### config.mk
export PLATFORM = sky130hd
export DESIGN_NAME = muxn_stream_flat
export DESIGN_NICKNAME = d
export VERILOG_FILES = /design/src/rtl/muxn_stream_if.sv /design/src/rtl/muxn_stream.sv /design/src/flat_wrapper.sv
export SDC_FILE = /design/constraint.sdc
export NUM_CORES = 1
export LEC_CHECK = 0
export CAP_MARGIN = 20
export CORE_AREA = 2 2 50 52
export CTS_BUF_LIST = sky130_fd_sc_hd__clkbuf_4
export DETAILED_ROUTE_END_ITERATION = 7
export DIE_AREA = 0 0 52 54
export PLACE_DENSITY = 0.79
export SLEW_MARGIN = 30
export SYNTH_ARGS = -nofsm -noshare
export SYNTH_HDL_FRONTEND = slang
export SYNTH_SLANG_ARGS = --single-unit
### constraint.sdc
create_clock -name clk -period 2.9 [get_ports clk]
set_input_delay 0.87 -clock clk [delete_from_list [all_inputs] [get_ports clk]]
set_output_delay 0.87 -clock clk [all_outputs]
set_load 0.005 [all_outputs]
### src/rtl/muxn_stream_if.sv
`default_nettype none
// ============================================================================
// Module  : muxn_stream_if
// Brief   : Bundle of N producer streams, channel select and one consumer stream
// Revision: 1.0  initial release
// ============================================================================
interface muxn_stream_if #(
    parameter int N = 4,
    parameter int W = 8
);
    localparam int SW = $clog2(N);

    logic [N*W-1:0] in_data;
    logic [N-1:0]   in_valid;
    logic [N-1:0]   in_ready;
    logic [SW-1:0]  sel;
    logic [W-1:0]   out_data;
    logic           out_valid;
    logic           out_ready;
    logic [SW-1:0]  out_ch;

    modport master (
        output in_data, in_valid, sel, out_ready,
        input  in_ready, out_data, out_valid, out_ch
    );

    modport slave (
        input  in_data, in_valid, sel, out_ready,
        output in_ready, out_data, out_valid, out_ch
    );
endinterface
`default_nettype wire

### src/rtl/muxn_stream.sv
`default_nettype none
// ============================================================================
// Module  : muxn_stream
// Brief   : N:1 streaming mux, registered output, select or round-robin grant
// Revision: 1.0  initial release
// ============================================================================
module muxn_stream #(
    parameter int N    = 4,
    parameter int W    = 8,
    parameter int MODE = 0
) (
    input  logic         clk,
    input  logic         rst,
    muxn_stream_if.slave bus
);
    localparam int SW = $clog2(N);

    logic          load_en;
    logic          grant_vld;
    logic [SW-1:0] grant;
    logic          xfer;
    logic [W-1:0]  grant_data;
    logic [W-1:0]  data_reg;
    logic [SW-1:0] ch_reg;
    logic          valid_reg;

    // A single output register still sustains one beat per clock.
    assign load_en = ~valid_reg | bus.out_ready;
    assign xfer    = load_en & grant_vld;

    generate
        if (MODE == 0) begin : g_sel
            // Out-of-range select values match no channel and give no grant.
            always_comb begin
                grant_vld = 1'b0;
                grant     = '0;
                for (int i = 0; i < N; i++) begin
                    if (bus.sel == SW'(i) && bus.in_valid[i]) begin
                        grant_vld = 1'b1;
                        grant     = SW'(i);
                    end
                end
            end
        end else begin : g_rr
            logic [SW-1:0] rr_ptr;
            logic          unused_sel;

            assign unused_sel = ^bus.sel;

            // Descending scan so the last hit is the first channel from rr_ptr.
            always_comb begin
                int idx;
                grant_vld = 1'b0;
                grant     = '0;
                idx       = 0;
                for (int k = N - 1; k >= 0; k--) begin
                    idx = int'(rr_ptr) + k;
                    if (idx >= N) begin
                        idx = idx - N;
                    end
                    if (bus.in_valid[SW'(idx)]) begin
                        grant_vld = 1'b1;
                        grant     = SW'(idx);
                    end
                end
            end

            always_ff @(posedge clk or posedge rst) begin
                if (rst) begin
                    rr_ptr <= '0;
                end else if (xfer) begin
                    rr_ptr <= (grant == SW'(N - 1)) ? '0 : grant + 1'b1;
                end
            end
        end
    endgenerate

    always_comb begin
        grant_data = '0;
        for (int i = 0; i < N; i++) begin
            if (grant == SW'(i)) begin
                grant_data = bus.in_data[i*W +: W];
            end
        end
    end

    always_comb begin
        bus.in_ready = '0;
        for (int i = 0; i < N; i++) begin
            if (!rst && xfer && grant == SW'(i)) begin
                bus.in_ready[i] = 1'b1;
            end
        end
    end

    always_ff @(posedge clk or posedge rst) begin
        if (rst) begin
            data_reg  <= '0;
            ch_reg    <= '0;
            valid_reg <= 1'b0;
        end else if (load_en) begin
            valid_reg <= grant_vld;
            if (grant_vld) begin
                data_reg <= grant_data;
                ch_reg   <= grant;
            end
        end
    end

    assign bus.out_data  = data_reg;
    assign bus.out_ch    = ch_reg;
    assign bus.out_valid = valid_reg;

endmodule
`default_nettype wire

### src/flat_wrapper.sv
// flat-port wrapper written by rule: the top's interface ports become plain ports
module muxn_stream_flat 
#(
    parameter int N    = 4,
    parameter int W    = 8,
    parameter int MODE = 0
)
  (clk, rst, bus_in_data, bus_in_valid, bus_sel, bus_out_ready, bus_in_ready, bus_out_data, bus_out_valid, bus_out_ch);
  muxn_stream_if #(.N(N), .W(W)) bus_i ();
  input  logic clk;
  input  logic rst;
  input wire logic [$bits(bus_i.in_data)-1:0] bus_in_data;
  input wire logic [$bits(bus_i.in_valid)-1:0] bus_in_valid;
  input wire logic [$bits(bus_i.sel)-1:0] bus_sel;
  input wire logic [$bits(bus_i.out_ready)-1:0] bus_out_ready;
  output wire logic [$bits(bus_i.in_ready)-1:0] bus_in_ready;
  output wire logic [$bits(bus_i.out_data)-1:0] bus_out_data;
  output wire logic [$bits(bus_i.out_valid)-1:0] bus_out_valid;
  output wire logic [$bits(bus_i.out_ch)-1:0] bus_out_ch;
  assign bus_i.in_data = bus_in_data;
  assign bus_i.in_valid = bus_in_valid;
  assign bus_i.sel = bus_sel;
  assign bus_i.out_ready = bus_out_ready;
  assign bus_in_ready = bus_i.in_ready;
  assign bus_out_data = bus_i.out_data;
  assign bus_out_valid = bus_i.out_valid;
  assign bus_out_ch = bus_i.out_ch;
  muxn_stream #(.N(N), .W(W), .MODE(MODE)) u_core (.clk(clk), .rst(rst), .bus(bus_i));
endmodule
==> flow_summary.yaml <==
sta:
  final_clock_period_utilization_by_the_worst_path_pct: 98.74
  min_period_ns: 2.864
  setup_viol_count_final: 0
  maxSlewViolCount: 0
  holdWs_ns: 0.4967
  timing.max_slew.rel_slack_pct: 73.22
  timing.clock.skew_ns: 0.001707
  fmaxAchievable_mhz: 349.2
  rsz0062_at_grt: "no"
  worstMarginPinSlew_ns: 0.4012
  timing.final.hold_violations: 0
yosys:
  synthesis.nets: 116
  post_synth_most_frequent_cells: "11 x dfrtp_1, 10 x o21ai_0, 7 x mux2_2, 7 x mux2i_1, 6 x nand2_1"
  synth_enable_flop_cells: 0
  prevailing_post_synth_register_cell: "dfrtp_1"
  yosysMostFrequentCell: "dfrtp_1"
  asyncSetResetFlopFracSynth_pct: 100.0
  synth.yosys.seq_area_share_pct: 36.61
  syn-cell-area_um2: 752.0
  synth.yosys.warnings: 0
  count_of_state_elements_after_synthesis: 11
  netlist.area_leader.share_pct: 36.61
  leading_area_contributor_after_synthesis: "dfrtp_1"
  synthDistinctLibCells: 24
  synth_cells: 75
  synthesis.area_per_instance_um2: 10.03
  synthTopCellsByArea: "dfrtp_1 37%, mux2_2 10%, mux2i_1 9.3%"
worst_hold_path:
  timing.hold.worst.class: "reg2reg"
clock_tree:
  clkLatencyLatePin_ns: 0.26
  clock_tree.root_cell: "clkbuf_4"
  cts_sinks: 11
  clk_transition_reported_paths_ns: 0.07
  cts_made_buffers: 3
  cts_tree: "built"
  number_of_buffers_inserted_by_hold_repair_at_cts: 0
  cts_htree_levels: 1
  clock_path_buffers: 2
detailed_routing:
  detailedRoute.firstPassIterationCount: 4
  met2_wirelength_um: 1276
  m1WireLength_um: 946
  final_antenna_net_count: 0
  route.top_layer_used: "met4"
  initialDrtViolationCount: 14
  wl_met3_um: 226
  drc: 0
  avgRoutedWirePerCell_um: 13.99
  routed_wl_um: 2477
  post_detailed_route_via_to_cell_ratio: 4.887
  via_count: 865
die:
  dieArea_um2: 2808
  pin_count: 56
  floorplan.initialDensity_pct: 32.42
  dieHeight_um: 54
  fp.coreArea_um2: 2320
  placement_rows: 18
  chipWidth_um: 52
worst_setup_path:
  worst-path-max-fanout: 5
  path_buf_inv: 3
  worst_setup_path_start_kind: "input port"
  crit_path_arrival_time_ns: 1.99
  worst_path_largest_cell_delay_ns: 0.50
  cell_with_the_largest_stage_delay_on_the_worst_path: "mux4_2"
  worstSetupPathType: "in2out"
  crit_chain: "dlygate4sd2_1 -> mux4_2 -> nand2_4 -> buf_6 -> nor3_1 -> buf_2"
  worst_ep_required_time_ns: 2.03
  critPathCaptureType: "output port"
  family_with_the_most_delay_on_the_worst_path: "multiplexers"
power_and_ir_drop:
  vdd_drop_max_v: 0.0002538
  net-switching-power_mw: 0.1490
  p_per_area_nw_per_um2: 389.8
  pwr-share-clk_pct: 19.4
  sequential_share_of_power_pct: 36.1
  p_sw_share_pct: 25.98
  leakagePower_nw: 0.6356
  internal-power_mw: 0.4245
  power.share.combinational_pct: 44.5
run_status:
  outcome: "completed"
placement:
  detailed_place_hpwl_um: 1980
  placer_congestion: 0.8395
  numPortBuffers: 55
  post-place-cells: 167
cells_and_area:
  fraction_of_layout_instances_using_a_drive_strength_above_1_pct: 25.85
  nNetsFinal: 189
  num_antenna_cells: 0
  stdcell_count: 177
  flow.area_growth_from_synthesis_pct: 95.67
  fillCellCount: 192
grt:
  grt.total_usage_pct: 17.95
  pin_count_of_the_biggest_net_entering_global_routing: 12
  antenna_found_initial: 0
  grt_pass1_vias: 838
  first_pass_grt_wire_length_um: 3684
  grt-ovfl-total: 0
flow_run:
  cap_violations: 0
==> cells by family (layout without fill, tap and decap cells) <==
logic type | count (synthesis) | count (layout) | share of synthesized area [%]
flip-flops | 11 | 11 | 36.61
multiplexers | 15 | 15 | 22.80
AND/OR/NAND/NOR | 22 | 22 | 16.81
AO/OA/AOI/OAI | 20 | 20 | 17.64
buffers and inverters | 7 | 79 | 6.156
==> power groups by stage <==
stage                     sequential (mW)  clock [mW]  combinational, mW
final                               0.207       0.111              0.255
after global routing                0.211       0.123              0.274
after CTS                           0.207       0.114              0.251
after detailed placement            0.209           0              0.243
after global placement              0.207           0              0.239
after floorplan                     0.211           0             0.0804
==> metal layers <==
metal  vias up  global-route usage (%)
met1       397                   19.52
met2        35                   31.65
li1        427                       -
met4         0                   8.772
met3         6                   5.556
met5         -                       0
==> registers in the layout, indices dropped and copies added (netlist names) <==
| name | count |
|---|---|
| u_core.bus.out_ch | 2 |
| u_core.bus.out_data | 8 |
| u_core.bus.out_valid | 1 |
==> final timing paths <==
check | startpoint | endpoint | slack, ns | cells past startpoint
max in group asynchronous | rst | u_core.bus.out_data[3] | 1.53 | 3
min in group asynchronous | rst | u_core.bus.out_data[2] | 1.09 | 3
hold reg to reg | u_core.bus.out_data[2] | u_core.bus.out_data[2] | 0.50 | 2
hold / removal | u_core.bus.out_data[2] | u_core.bus.out_data[2] | 0.50 | 2
setup / recovery | bus_in_valid[2] | bus_in_ready[1] | 0.04 | 6
setup reg to reg | u_core.bus.out_valid | u_core.bus.out_data[0] | 1.54 | 6
==> what timing repair did <==
action / CTS / global route
buffers inserted: 4 / 2
endpoints found under the hold margin: 0 / 0
setup endpoints to repair: 4 / 4
gates resized for setup: 22 / 8
pin swaps: 1 / 1
==> final cells by class <==
| type | count | area, um2 | area share (%) |
|---|---|---|---|
| Timing Repair Buffer | 74 | 680.7 | 46.26 |
| Multi-Input combinational cell | 57 | 444.2 | 30.19 |
| Sequential cell | 11 | 275.3 | 18.71 |
| Tap cell | 30 | 37.54 | 2.551 |
| Clock buffer | 4 | 30.03 | 2.041 |
| Inverter | 1 | 3.754 | 0.2551 |
==> worst min-delay path, cell delays in order, from the launching register on <==
cell and delay, ns:
dfrtp_1 0.35, nand2_1 0.05, o21ai_0 0.06
==> layout by cell type, fill, tap and decap left out <==
| cell type | synthesis | final |
|---|---|---|
| clkdlybuf4s50_1 | 0 | 44 |
| buf_4 | 1 | 17 |
| dfrtp_1 | 11 | 11 |
| o21ai_0 | 10 | 10 |
| mux2i_1 | 7 | 7 |
| mux2_2 | 7 | 7 |
| nand2_1 | 6 | 6 |
| a22oi_1 | 5 | 5 |
| nand3_1 | 4 | 4 |
| clkbuf_4 | 0 | 4 |
| clkdlybuf4s15_1 | 0 | 4 |
| nor3_1 | 3 | 3 |
| buf_2 | 1 | 3 |
| and3b_1 | 2 | 2 |
| nand3b_1 | 2 | 2 |
| a2bb2oi_1 | 2 | 2 |
| dlygate4sd2_1 | 0 | 2 |
| buf_6 | 2 | 2 |
| nand2b_4 | 0 | 1 |
| mux4_2 | 1 | 1 |
| nand2_4 | 1 | 1 |
| and3_1 | 1 | 1 |
| a221oi_1 | 1 | 1 |
| o2bb2ai_1 | 1 | 1 |
| a32o_1 | 1 | 1 |
| nor4_2 | 0 | 1 |
| inv_1 | 1 | 1 |
| nand2b_1 | 2 | 1 |
| dlymetal6s2s_1 | 0 | 1 |
| clkbuf_2 | 0 | 1 |
==> per-stage QoR <==
stage,TNS [ns],total power [mW],instance area [um2],worst slack (ns),util (%)
2_1_floorplan,0,0.2912,752.0,0.1910,-
3_3_place_gp,-2.158,0.4462,1395,-0.5520,60.14
3_5_place_dp,-2.319,0.4513,1395,-0.5971,60.14
4_1_cts,0,0.5716,1454,0.01584,62.68
5_1_grt,0,0.6085,1471,0.001491,63.43
6_report,0,0.5735,1471,0.03646,63.43
No activity file was read; power rests on OpenSTA's default activity.
